===== config.mk =====
export PLATFORM = sky130hd
export DESIGN_NAME = mem_port_arbiter_flat
export DESIGN_NICKNAME = d
export VERILOG_FILES = /design/src/rtl/mem_port_arbiter_if.sv /design/src/rtl/mem_port_arbiter.sv /design/src/flat_wrapper.sv
export SDC_FILE = /design/constraint.sdc
export NUM_CORES = 1
export LEC_CHECK = 0
export CORE_MARGIN = 2
export CORE_UTILIZATION = 39
export DETAILED_ROUTE_END_ITERATION = 7
export GPL_ROUTABILITY_DRIVEN = 0
export PLACE_DENSITY_LB_ADDON = 0.1
export SLEW_MARGIN = 25
export SYNTH_ARGS = -nofsm -noshare
export SYNTH_HDL_FRONTEND = slang
export SYNTH_SLANG_ARGS = --single-unit

===== constraint.sdc =====
create_clock -name clk -period 3.8 [get_ports clk]
set_clock_uncertainty 0.2 [all_clocks]
set_input_delay 0.76 -clock clk [delete_from_list [all_inputs] [get_ports clk]]
set_output_delay 0.76 -clock clk [all_outputs]
set_load 0.02 [all_outputs]

===== src/rtl/mem_port_arbiter_if.sv =====
// Bundle of the fetch, data and memory-side signals around mem_port_arbiter.
// slave is the arbiter's view; master is the view of the core and memory around it.
interface mem_port_arbiter_if #(
    parameter int ADDR_W = 32
) ();
    logic              if_req_valid;
    logic              if_req_ready;
    logic [ADDR_W-1:0] if_req_addr;
    logic              if_rsp_valid;

    logic              d_req_valid;
    logic              d_req_ready;
    logic              d_req_we;
    logic [3:0]        d_req_be;
    logic [ADDR_W-1:0] d_req_addr;
    logic [31:0]       d_req_wdata;
    logic              d_rsp_valid;

    logic [31:0]       rsp_rdata;
    logic              rsp_err;

    logic              mem_req_valid;
    logic              mem_req_ready;
    logic              mem_req_we;
    logic [3:0]        mem_req_be;
    logic [ADDR_W-1:0] mem_req_addr;
    logic [31:0]       mem_req_wdata;
    logic              mem_rsp_valid;
    logic [31:0]       mem_rsp_rdata;

    modport slave (
        input  if_req_valid, if_req_addr,
        input  d_req_valid, d_req_we, d_req_be, d_req_addr, d_req_wdata,
        input  mem_req_ready, mem_rsp_valid, mem_rsp_rdata,
        output if_req_ready, if_rsp_valid, d_req_ready, d_rsp_valid,
        output rsp_rdata, rsp_err,
        output mem_req_valid, mem_req_we, mem_req_be, mem_req_addr, mem_req_wdata
    );

    modport master (
        output if_req_valid, if_req_addr,
        output d_req_valid, d_req_we, d_req_be, d_req_addr, d_req_wdata,
        output mem_req_ready, mem_rsp_valid, mem_rsp_rdata,
        input  if_req_ready, if_rsp_valid, d_req_ready, d_rsp_valid,
        input  rsp_rdata, rsp_err,
        input  mem_req_valid, mem_req_we, mem_req_be, mem_req_addr, mem_req_wdata
    );
endinterface


===== src/rtl/mem_port_arbiter.sv =====
// Single-outstanding arbiter sharing one memory port between fetch and load/store.
// Optional response watchdog is compiled in with `define ARB_TIMEOUT_EN.
module mem_port_arbiter #(
    parameter int ADDR_W         = 32,
    parameter int STARVE_LIMIT   = 4,
    parameter int TIMEOUT_CYCLES = 64
) (
    input  logic                 clk,
    input  logic                 reset,
    mem_port_arbiter_if.slave    bus
);
    typedef enum logic [1:0] {
        IDLE = 2'd0,
        REQ  = 2'd1,
        WAIT = 2'd2
    } state_t;

    state_t            state_reg, state_next;
    logic [3:0]        streak_reg, streak_next;
    logic              owner_reg, owner_next;      // 1 = data requester owns the transaction
    logic              we_reg, we_next;
    logic [3:0]        be_reg, be_next;
    logic [ADDR_W-1:0] addr_reg, addr_next;
    logic [31:0]       wdata_reg, wdata_next;

    logic grant_d;
    logic grant_i;
    logic rsp_fire;
    logic timeout_expire;

    always_ff @(posedge clk or negedge reset) begin
        if (!reset) begin
            state_reg  <= IDLE;
            streak_reg <= '0;
            owner_reg  <= 1'b0;
            we_reg     <= 1'b0;
            be_reg     <= '0;
            addr_reg   <= '0;
            wdata_reg  <= '0;
        end else begin
            state_reg  <= state_next;
            streak_reg <= streak_next;
            owner_reg  <= owner_next;
            we_reg     <= we_next;
            be_reg     <= be_next;
            addr_reg   <= addr_next;
            wdata_reg  <= wdata_next;
        end
    end

    always_comb begin
        state_next  = state_reg;
        streak_next = streak_reg;
        owner_next  = owner_reg;
        we_next     = we_reg;
        be_next     = be_reg;
        addr_next   = addr_reg;
        wdata_next  = wdata_reg;
        grant_d     = 1'b0;
        grant_i     = 1'b0;
        rsp_fire    = 1'b0;

        case (state_reg)
            IDLE: begin
                // Data wins unless fetch has already waited through STARVE_LIMIT data grants.
                if (bus.d_req_valid &&
                    !(bus.if_req_valid && (streak_reg == 4'(STARVE_LIMIT)))) begin
                    grant_d = 1'b1;
                end else if (bus.if_req_valid) begin
                    grant_i = 1'b1;
                end

                if (grant_d) begin
                    owner_next = 1'b1;
                    we_next    = bus.d_req_we;
                    be_next    = bus.d_req_be;
                    addr_next  = bus.d_req_addr;
                    wdata_next = bus.d_req_wdata;
                    state_next = REQ;
                    if (!bus.if_req_valid) begin
                        streak_next = '0;
                    end else if (streak_reg != 4'(STARVE_LIMIT)) begin
                        streak_next = streak_reg + 4'd1;
                    end
                end else if (grant_i) begin
                    owner_next  = 1'b0;
                    we_next     = 1'b0;
                    be_next     = 4'b1111;
                    addr_next   = bus.if_req_addr;
                    wdata_next  = '0;
                    streak_next = '0;
                    state_next  = REQ;
                end
            end
            REQ: begin
                if (bus.mem_req_ready) begin
                    state_next = WAIT;
                end
            end
            WAIT: begin
                if (bus.mem_rsp_valid || timeout_expire) begin
                    rsp_fire   = 1'b1;
                    state_next = IDLE;
                end
            end
            default: state_next = IDLE;
        endcase
    end

`ifdef ARB_TIMEOUT_EN
    localparam int TO_W = $clog2(TIMEOUT_CYCLES + 1);

    logic [TO_W-1:0] to_cnt_reg;

    // Counts cycles spent in WAIT; held at zero everywhere else so each wait starts fresh.
    always_ff @(posedge clk or negedge reset) begin
        if (!reset) begin
            to_cnt_reg <= '0;
        end else if (state_reg != WAIT) begin
            to_cnt_reg <= '0;
        end else begin
            to_cnt_reg <= to_cnt_reg + TO_W'(1);
        end
    end

    assign timeout_expire = (state_reg == WAIT) &&
                            (to_cnt_reg == TO_W'(TIMEOUT_CYCLES - 1));
`else
    // Watchdog compiled out: the wait for a response is unbounded.
    assign timeout_expire = (TIMEOUT_CYCLES < 0);
`endif

    // Readies are gated by reset so nothing is granted while reset is held.
    assign bus.d_req_ready   = grant_d & reset;
    assign bus.if_req_ready  = grant_i & reset;

    assign bus.mem_req_valid = (state_reg == REQ);
    assign bus.mem_req_we    = we_reg;
    assign bus.mem_req_be    = be_reg;
    assign bus.mem_req_addr  = addr_reg;
    assign bus.mem_req_wdata = wdata_reg;

    // A real response takes priority over a simultaneous timeout.
    assign bus.if_rsp_valid  = rsp_fire & ~owner_reg;
    assign bus.d_rsp_valid   = rsp_fire & owner_reg;
    assign bus.rsp_rdata     = (rsp_fire && bus.mem_rsp_valid) ? bus.mem_rsp_rdata : 32'h0;
    assign bus.rsp_err       = rsp_fire & ~bus.mem_rsp_valid;
endmodule


===== src/flat_wrapper.sv =====
// flat-port wrapper written by rule: the top's interface ports become plain ports
module mem_port_arbiter_flat 
#(
    parameter int ADDR_W         = 32,
    parameter int STARVE_LIMIT   = 4,
    parameter int TIMEOUT_CYCLES = 64
)
  (clk, reset, bus_if_req_valid, bus_if_req_addr, bus_d_req_valid, bus_d_req_we, bus_d_req_be, bus_d_req_addr, bus_d_req_wdata, bus_mem_req_ready, bus_mem_rsp_valid, bus_mem_rsp_rdata, bus_if_req_ready, bus_if_rsp_valid, bus_d_req_ready, bus_d_rsp_valid, bus_rsp_rdata, bus_rsp_err, bus_mem_req_valid, bus_mem_req_we, bus_mem_req_be, bus_mem_req_addr, bus_mem_req_wdata);
  mem_port_arbiter_if #(.ADDR_W(ADDR_W)) bus_i ();
  input  logic clk;
  input  logic reset;
  input wire logic [$bits(bus_i.if_req_valid)-1:0] bus_if_req_valid;
  input wire logic [$bits(bus_i.if_req_addr)-1:0] bus_if_req_addr;
  input wire logic [$bits(bus_i.d_req_valid)-1:0] bus_d_req_valid;
  input wire logic [$bits(bus_i.d_req_we)-1:0] bus_d_req_we;
  input wire logic [$bits(bus_i.d_req_be)-1:0] bus_d_req_be;
  input wire logic [$bits(bus_i.d_req_addr)-1:0] bus_d_req_addr;
  input wire logic [$bits(bus_i.d_req_wdata)-1:0] bus_d_req_wdata;
  input wire logic [$bits(bus_i.mem_req_ready)-1:0] bus_mem_req_ready;
  input wire logic [$bits(bus_i.mem_rsp_valid)-1:0] bus_mem_rsp_valid;
  input wire logic [$bits(bus_i.mem_rsp_rdata)-1:0] bus_mem_rsp_rdata;
  output wire logic [$bits(bus_i.if_req_ready)-1:0] bus_if_req_ready;
  output wire logic [$bits(bus_i.if_rsp_valid)-1:0] bus_if_rsp_valid;
  output wire logic [$bits(bus_i.d_req_ready)-1:0] bus_d_req_ready;
  output wire logic [$bits(bus_i.d_rsp_valid)-1:0] bus_d_rsp_valid;
  output wire logic [$bits(bus_i.rsp_rdata)-1:0] bus_rsp_rdata;
  output wire logic [$bits(bus_i.rsp_err)-1:0] bus_rsp_err;
  output wire logic [$bits(bus_i.mem_req_valid)-1:0] bus_mem_req_valid;
  output wire logic [$bits(bus_i.mem_req_we)-1:0] bus_mem_req_we;
  output wire logic [$bits(bus_i.mem_req_be)-1:0] bus_mem_req_be;
  output wire logic [$bits(bus_i.mem_req_addr)-1:0] bus_mem_req_addr;
  output wire logic [$bits(bus_i.mem_req_wdata)-1:0] bus_mem_req_wdata;
  assign bus_i.if_req_valid = bus_if_req_valid;
  assign bus_i.if_req_addr = bus_if_req_addr;
  assign bus_i.d_req_valid = bus_d_req_valid;
  assign bus_i.d_req_we = bus_d_req_we;
  assign bus_i.d_req_be = bus_d_req_be;
  assign bus_i.d_req_addr = bus_d_req_addr;
  assign bus_i.d_req_wdata = bus_d_req_wdata;
  assign bus_i.mem_req_ready = bus_mem_req_ready;
  assign bus_i.mem_rsp_valid = bus_mem_rsp_valid;
  assign bus_i.mem_rsp_rdata = bus_mem_rsp_rdata;
  assign bus_if_req_ready = bus_i.if_req_ready;
  assign bus_if_rsp_valid = bus_i.if_rsp_valid;
  assign bus_d_req_ready = bus_i.d_req_ready;
  assign bus_d_rsp_valid = bus_i.d_rsp_valid;
  assign bus_rsp_rdata = bus_i.rsp_rdata;
  assign bus_rsp_err = bus_i.rsp_err;
  assign bus_mem_req_valid = bus_i.mem_req_valid;
  assign bus_mem_req_we = bus_i.mem_req_we;
  assign bus_mem_req_be = bus_i.mem_req_be;
  assign bus_mem_req_addr = bus_i.mem_req_addr;
  assign bus_mem_req_wdata = bus_i.mem_req_wdata;
  mem_port_arbiter #(.ADDR_W(ADDR_W), .STARVE_LIMIT(STARVE_LIMIT), .TIMEOUT_CYCLES(TIMEOUT_CYCLES)) u_core (.clk(clk), .reset(reset), .bus(bus_i));
endmodule

## Word level (Yosys, flattened, before mapping)

Index checks and enable logic that the tools add are counted.

| word-level totals | value |
|---|---|
| register bits after elaboration | 76 |
| input port bits | 139 |
| output and inout bits | 107 |
| word-level logic and storage cells | 60 |

| operators by class | value |
|---|---|
| add/sub/neg operators | 1 |
| equality and inequality tests | 8 |
| mux-type cells | 28 |
| bitwise logic cells | 7 |
| reduce and logical (&&, ||, !) cells | 9 |

Operator list:

| operator | count |
|---|---|
| 2-to-1 mux 32 bit | 5 |
| 2-to-1 mux 4 bit | 6 |
| 2-to-1 mux 1 bit | 12 |
| 2-to-1 mux 2 bit | 4 |
| one-hot mux 2 bit (3 select lines) | 1 |
| AND reduction 3 bit | 2 |
| AND 1 bit | 5 |
| adder 4 x 1 -> 4 bit (second input constant) | 1 |
| == test 4 x 3 -> 1 bit (second input constant) | 1 |
| inequality test 2 bit (second input constant) | 2 |
| inequality test 4 x 3 -> 1 bit (second input constant) | 1 |
| logical AND 1 bit | 3 |
| inequality test 3 x 1 -> 1 bit (second input constant) | 1 |
| inequality test 3 bit (second input constant) | 1 |
| == test 2 x 1 -> 1 bit (second input constant) | 1 |
| == test 2 bit (second input constant) | 1 |
| logical NOT 2 bit | 1 |
| inverter 1 bit | 2 |
| AND reduction 2 bit | 1 |
| nonzero test 2 bit | 1 |
| logical NOT 1 bit | 1 |

## Logic depth before layout (Yosys ltp)

Gate-level depths: netlist (run 1).

| depth | value |
|---|---|
| word-level depth | 9 |
| mapped depth | 7 |

## Worst setup path after synthesis (run 1)

Ideal clock, no wire load.

| timing | value |
|---|---|
| kind | input-to-output |
| start | input port bus_if_req_valid |
| end | output port bus_if_req_ready |
| data arrival time | 1.772 ns |
| setup slack | 1.068 ns |
| stages | 6 |
| cell sequence | buf_4 nand4b_4 and2_1 buf_6 buf_6 nor2_1 |

| on the way | value |
|---|---|
| cells in the longest elaborated chain, start to end | 7 |
| elaborated cells on any way between the ends | 8 |
| those cells by class | mux (4); bitwise (1); reduce/logical (3) |

RTL lines:

| item | line | source |
|---|---|---|
| start, declared | flat_wrapper.sv:12 | `input wire logic [$bits(bus_i.if_req_valid)-1:0] bus_if_req_valid;` |
| logical AND 1 bit | mem_port_arbiter.sv:67 | `!(bus.if_req_valid && (streak_reg == 4'(STARVE_LIMIT)))) begin` |
| logical NOT 1 bit | mem_port_arbiter.sv:67 |  |
| logical AND 1 bit | mem_port_arbiter.sv:66 | `if (bus.d_req_valid &&` |
| 2-to-1 mux 1 bit (*) | mem_port_arbiter.sv:66 |  |
| 2-to-1 mux 1 bit (*) (2 in a row) | mem_port_arbiter.sv:63 | `case (state_reg)` |
| AND 1 bit (*) | mem_port_arbiter.sv:135 | `assign bus.if_req_ready = grant_i & reset;` |
| end, declared | flat_wrapper.sv:22 | `output wire logic [$bits(bus_i.if_req_ready)-1:0] bus_if_req_ready;` |

Mark *: on every way between the ends. The rest lies on a longest branch, timed or not. The select of a mux whose other input is x is not followed.

## Final worst setup path (run 1)

| timing | value |
|---|---|
| start | input port bus_mem_rsp_valid |
| end | output port bus_rsp_rdata[4] |

| on the way | value |
|---|---|
| cells in the longest elaborated chain, start to end | 4 |

RTL lines:

| item | line | source |
|---|---|---|
| start, declared | flat_wrapper.sv:20 | `input wire logic [$bits(bus_i.mem_rsp_valid)-1:0] bus_mem_rsp_valid;` |
| 2-to-1 mux 1 bit | mem_port_arbiter.sv:101 | `if (bus.mem_rsp_valid \|\| timeout_expire) begin` |
| 2-to-1 mux 1 bit | mem_port_arbiter.sv:63 |  |
| logical AND 1 bit (*) | mem_port_arbiter.sv:146 | `assign bus.rsp_rdata = (rsp_fire && bus.mem_rsp_valid) ? bus.mem_rsp_rdata : 32'h0;` |
| 2-to-1 mux 32 bit (*) | mem_port_arbiter.sv:146 |  |
| end, declared | flat_wrapper.sv:26 | `output wire logic [$bits(bus_i.rsp_rdata)-1:0] bus_rsp_rdata;` |

Mark *: on every way between the ends. The rest lies on a longest branch, timed or not.

==> results_dict.tcl, run 1 <==
set metrics [dict create \
    synth.most_common_cell "dfrtp_1" \
    cts_sinks 76 \
    syn-instance-count 370 \
    grt_overflow 0 \
    dieHeight_um 102 \
    cp_data_required_time_ns 2.84 \
    finalHoldViolCount 0 \
    drc 0 \
    vias 3973 \
    crit_fanout 34 \
    clock_tree.root_cell "clkbuf_8" \
    rsz0062_at_grt "false" \
    die_w_um 102 \
    first_global_vias 3882 \
    core_area_um2 9330 \
    setup_viol 0 \
    design_area_um2 6460 \
    hold_path.class "in -> async" \
    wire_per_inst_um 19.6 \
    syn_area_per_cell_um2 10.2 \
    cts_inserted_buffers 9 \
    grt_max_degree 81 \
    ys_async_sr_fraction_pct 100 \
    drv_slew 0 \
    yosys_warnings 0 \
    grt.total_usage_pct 26.7 \
    synth_area_um2 3770 \
    finalWirelength_mm 14.3 \
    power_density_nw_per_um2 718 \
    max_freq_mhz 294 \
    placed_cell_area_um2 6240 \
    critPathLaunchType "input pin" \
    grt_antenna_before_repair 0 \
    power_leakage_nw 2.57 \
    numPortBuffers 244 \
    cts_tree "built" \
    synthFlopType "dfrtp_1" \
    period_needed_ns 3.40 \
    rr_worst_depth 4 \
    fin_util_pct 69.3 \
    io_pins 246 \
    peakVddDrop_uv 403 \
    fill_cells 755 \
    tightest_slew_ns 0.810 \
    tns_ns 0 \
    relSlewSlack_pct 46.0 \
    finalCritPeriodShare_pct 89.4 \
    synth_edf_count 0 \
    place_hpwl_mm 10.2 \
    rows 35 \
    grt_pass1_wl_mm 21.3 \
    drv_cap 0 \
    post-cts-setup-buffers 0 \
    yosysTopAreaCell "dfrtp_1" \
    power_mw 4.64 \
    die-area_um2 10500 \
    htreeDepth 3 \
    drtIter0Drc 199 \
    area_delta_synth_final_pct 71.2 \
    drtAntennaViolNets 0 \
    first_pass_iters 4 \
    cts_buffer_depth 2 \
    synth_common_cells "dfrtp_1 (76), nand3_1 (49), and2_1 (35)" \
    final_nets 737 \
    cp.arrival_ns 2.44 \
    avgViaCountPerCell 5.44 \
    ys_ff_latch 76 \
    clk_latency_ns 0.34 \
    start_util_pct 40.5 \
    path_class "in -> out" \
    synth_area_leaders "dfrtp_1 (50%), nand3_1 (6.5%), o211ai_1 (6.2%)" \
    holdWs_ns 0.102 \
    synth_nets 511 \
    hold_buffers 0 \
    seq_area_frac_synth_pct 50.4 \
    cts.clk_slew.worst_paths_ns 0.09 \
    cp-end-kind "primary output" \
    yosys.cell_types.count 36 \
    final_layout_size_suffix_gt1_share_pct 6.16 \
    antenna_cells 0 \
    status "finished, final reports clean" \
    cts_resized 0 \
    synth_top_area_share_pct 50.4 \
]
==> worst paths after layout <==
kind	start	end	slack, ns
max in group asynchronous	reset	u_core.bus.mem_req_addr[29]$_DFFE_PN0P_	2.28
setup reg to reg	u_core.state_reg[1]$_DFFE_PN0P_	u_core.streak_reg[3]$_DFFE_PN0P_	1.09
min in group clk	u_core.bus.mem_req_wdata[22]$_DFFE_PN0P_	u_core.bus.mem_req_wdata[22]$_DFFE_PN0P_	0.30
hold / removal	reset	u_core.bus.mem_req_addr[3]$_DFFE_PN0P_	0.10
setup / recovery	bus_mem_rsp_valid	bus_rsp_rdata[4]	0.40
hold reg to reg	u_core.bus.mem_req_wdata[22]$_DFFE_PN0P_	u_core.bus.mem_req_wdata[22]$_DFFE_PN0P_	0.30
==> cells by family after synthesis <==
family | count (synthesis) | synth area share, %
AO/OA/AOI/OAI | 109 | 20.9
adder cells (fa/ha/maj) | 2 | 0.663
buffers and inverters | 45 | 6.63
flip-flops | 76 | 50.4
multiplexers | 1 | 0.298
other | 1 | 0.0993
AND/OR/NAND/NOR | 136 | 21.0
==> worst max-delay path: stages <==
cell             delay [ns]
clkdlybuf4s50_1        0.47
and3b_1                0.15
buf_4                  0.24
and2_1                 0.16
clkdlybuf4s50_1        0.64
==> layer usage <==
metal	up-vias	track usage, %	part of all wire (%)
met5	-	0	0
met4	0	6.87	1.3
met3	15	5.54	7.1
met2	175	46.9	51
met1	1941	33.7	40
li1	1842	-	-
==> cell type report <==
type	count	area (µm²)	share of cell area (%)
clock buffers	9	124	1.92
clock inverters	7	100	1.55
inverters	3	11.3	0.174
multi-input cells	249	1630	25.2
flip-flops and latches	76	1900	29.4
well taps	129	161	2.50
repair buffers	257	2540	39.3
==> layout by cell type, fill, tap and decap left out, drive strengths merged, types with 3 or more instances in the layout <==
master / n
o22a: 3
o2bb2ai: 14
dfrtp: 76
nand4: 32
o211ai: 32
and2: 35
o21ai: 34
buf: 14
nand2b: 3
nor2: 5
nand3: 49
clkinv: 4
nand2: 4
clkbuf: 9
inv: 4
clkdlybuf4s50: 243
a22o: 20
==> per-stage QoR <==
step	cells	setup WS, ns
after global placement	714	0.420
after floorplan	370	1.07
after global routing	730	0.315
final	730	0.403
after detailed placement	714	0.405
after CTS	730	0.399
==> where the power goes <==
part	total, mW	switching, mW	internal, mW
clock network	0.696	0.322	0.375
registers	1.39	0.211	1.18
logic	2.56	1.37	1.18
Power figures use the tool's default switching activity.
==> run 2: changes to the inputs <==
--- a/config.mk
+++ b/config.mk
@@ -9,7 +9,7 @@
 export CORE_UTILIZATION = 39
 export DETAILED_ROUTE_END_ITERATION = 7
 export GPL_ROUTABILITY_DRIVEN = 0
-export PLACE_DENSITY_LB_ADDON = 0.1
+export PLACE_DENSITY_LB_ADDON = 0.25
 export SLEW_MARGIN = 25
 export SYNTH_ARGS = -nofsm -noshare
 export SYNTH_HDL_FRONTEND = slang
==> run 2 against run 1 <==
- clock power decreased by 7.3%
- global-route usage decreased by 1.8 points
- via count decreased by 0.40%
- cell count decreased by 0.27%
- critical endpoint is now bus_if_req_ready
==> results_dict.tcl, run 2 (synthesis results as in run 1) <==
set metrics [dict create \
    status "finished, final reports clean" \
    area_delta_synth_final_pct 70.4 \
    fill_cells 761 \
    first_pass_iters 4 \
    die-area_um2 10500 \
    drtIter0Drc 170 \
    clock_tree.root_cell "clkbuf_8" \
    drv_slew 0 \
    period_needed_ns 3.42 \
    critPathLaunchType "input pin" \
    cp.arrival_ns 2.46 \
    start_util_pct 40.5 \
    rsz0062_at_grt "false" \
    hold_path.class "in -> async" \
    peakVddDrop_uv 502 \
    cts_inserted_buffers 9 \
    max_freq_mhz 292 \
    vias 3957 \
    drc 0 \
    finalHoldViolCount 0 \
    holdWs_ns 0.0882 \
    wire_per_inst_um 18.5 \
    finalWirelength_mm 13.5 \
    instances_no_fill 728 \
    grt_antenna_before_repair 0 \
    antenna_cells 0 \
    hold_buffers 0 \
    p_clk_share_pct 14.1 \
    avgViaCountPerCell 5.44 \
    grt_use_met3_pct 4.31 \
    grt.total_usage_pct 24.9 \
    grt_max_degree 66 \
    cts_buffer_depth 2 \
    final_cell_mix "clkdlybuf4s50_1 (243), dfrtp_1 (76), nand3_1 (49)" \
    cts_resized 0 \
    setup_viol 0 \
    final_common_cell "clkdlybuf4s50_1" \
    rows 35 \
    drv_cap 0 \
    tns_ns 0 \
    grt_use_met2_pct 42.0 \
    path_class "in -> out" \
    grt-busiest-layer "met2" \
    power_density_nw_per_um2 711 \
    die_w_um 102 \
    power_leakage_nw 2.55 \
    place_hpwl_mm 9.61 \
    core_area_um2 9330 \
    internal_power_mw 2.68 \
    dpl.cell_count 712 \
    cts_sinks 76 \
    cts_tree "built" \
    cp_data_required_time_ns 2.84 \
    htreeDepth 3 \
    finalCritPeriodShare_pct 90.1 \
    io_pins 246 \
    placed_cell_area_um2 6220 \
    grt_overflow 0 \
    p_seq_share_pct 30.4 \
    relSlewSlack_pct 50.5 \
    cp-end-kind "primary output" \
    clk_latency_ns 0.35 \
    dieHeight_um 102 \
    p_comb_share_pct 55.5 \
    fin_util_pct 68.9 \
    switchingPower_mw 1.90 \
    final_nets 735 \
    grt_pass1_wl_mm 20.2 \
    numPortBuffers 244 \
    first_global_vias 3861 \
    post-cts-setup-buffers 0 \
    tightest_slew_ns 0.740 \
    design_area_um2 6430 \
    final_layout_size_suffix_gt1_share_pct 6.01 \
    drtAntennaViolNets 0 \
    cts.clk_slew.worst_paths_ns 0.09 \
    p_sw_share_pct 41.5 \
    crit_fanout 6 \
    gr-usage-met1_pct 31.9 \
]
==> run 2: cell types whose count changed in the layout (fill, tap and decap cells not counted) <==
cell / change
clkinv_4: -1
clkinvlp_4: +2
bufinv_16: -1
clkinv_2: -1
or2_2: +1
clkbuf_8: +1
or2_1: -1
buf_4: -2
==> run 2: area by class of cell <==
| cell class | instances | area, µm² | share of cell area (%) |
|---|---|---|---|
| timing repair buffer | 255 | 2520 | 39.2 |
| sequential | 76 | 1900 | 29.6 |
| multi-input combinational | 249 | 1630 | 25.3 |
| tap | 129 | 161 | 2.51 |
| clock buffer | 10 | 138 | 2.14 |
| clock inverter | 6 | 71.3 | 1.11 |
| inverter | 3 | 11.3 | 0.175 |
==> run 2: routing by layer <==
metal / share of wire [%] / up-vias / wire [µm]
met5: 0 / - / 0
met4: 2.9 / 0 / 384
met3: 6.7 / 31 / 907
met2: 51 / 167 / 6840
met1: 40 / 1924 / 5340
li1: - / 1835 / -
==> run 2: power by group through the flow <==
stage	clock [mW]	combinational, mW	sequential (mW)
final	0.645	2.54	1.39
after floorplan	0	1.00	1.80
after CTS	0.658	2.55	1.39
after global placement	0	2.49	1.39
after global routing	0.696	2.72	1.44
after detailed placement	0	2.54	1.40
==> run 2: through the flow <==
step	worst slack [ns]	power [mW]
after floorplan	1.07	2.80
after global placement	0.376	3.88
after detailed placement	0.354	3.94
after CTS	0.352	4.60
after global routing	0.297	4.85
final	0.376	4.58
==> run 2: worst max-delay path, cell delays in order <==
cell and delay [ns]:
clkdlybuf4s50_1 0.52, nand4b_4 0.15, and2_1 0.20, nor2_1 0.19
clkdlybuf4s50_1 0.64
==> run 2: path summary, 6_finish.rpt <==
check	depth (start not counted)	to	slack, ns	startpoint
worst min-delay path	1	u_core.bus.mem_req_wdata[1]$_DFFE_PN0P_	0.09	reset
max in group asynchronous	2	u_core.owner_reg$_DFFE_PN0P_	2.29	reset
min in group clk	1	u_core.bus.mem_req_wdata[18]$_DFFE_PN0P_	0.30	u_core.bus.mem_req_wdata[18]$_DFFE_PN0P_
worst max register to register	4	u_core.bus.mem_req_be[1]$_DFFE_PN0P_	1.37	u_core.state_reg[1]$_DFFE_PN0P_
worst min register to register	1	u_core.bus.mem_req_wdata[18]$_DFFE_PN0P_	0.30	u_core.bus.mem_req_wdata[18]$_DFFE_PN0P_
worst max-delay path	5	bus_if_req_ready	0.38	bus_if_req_valid
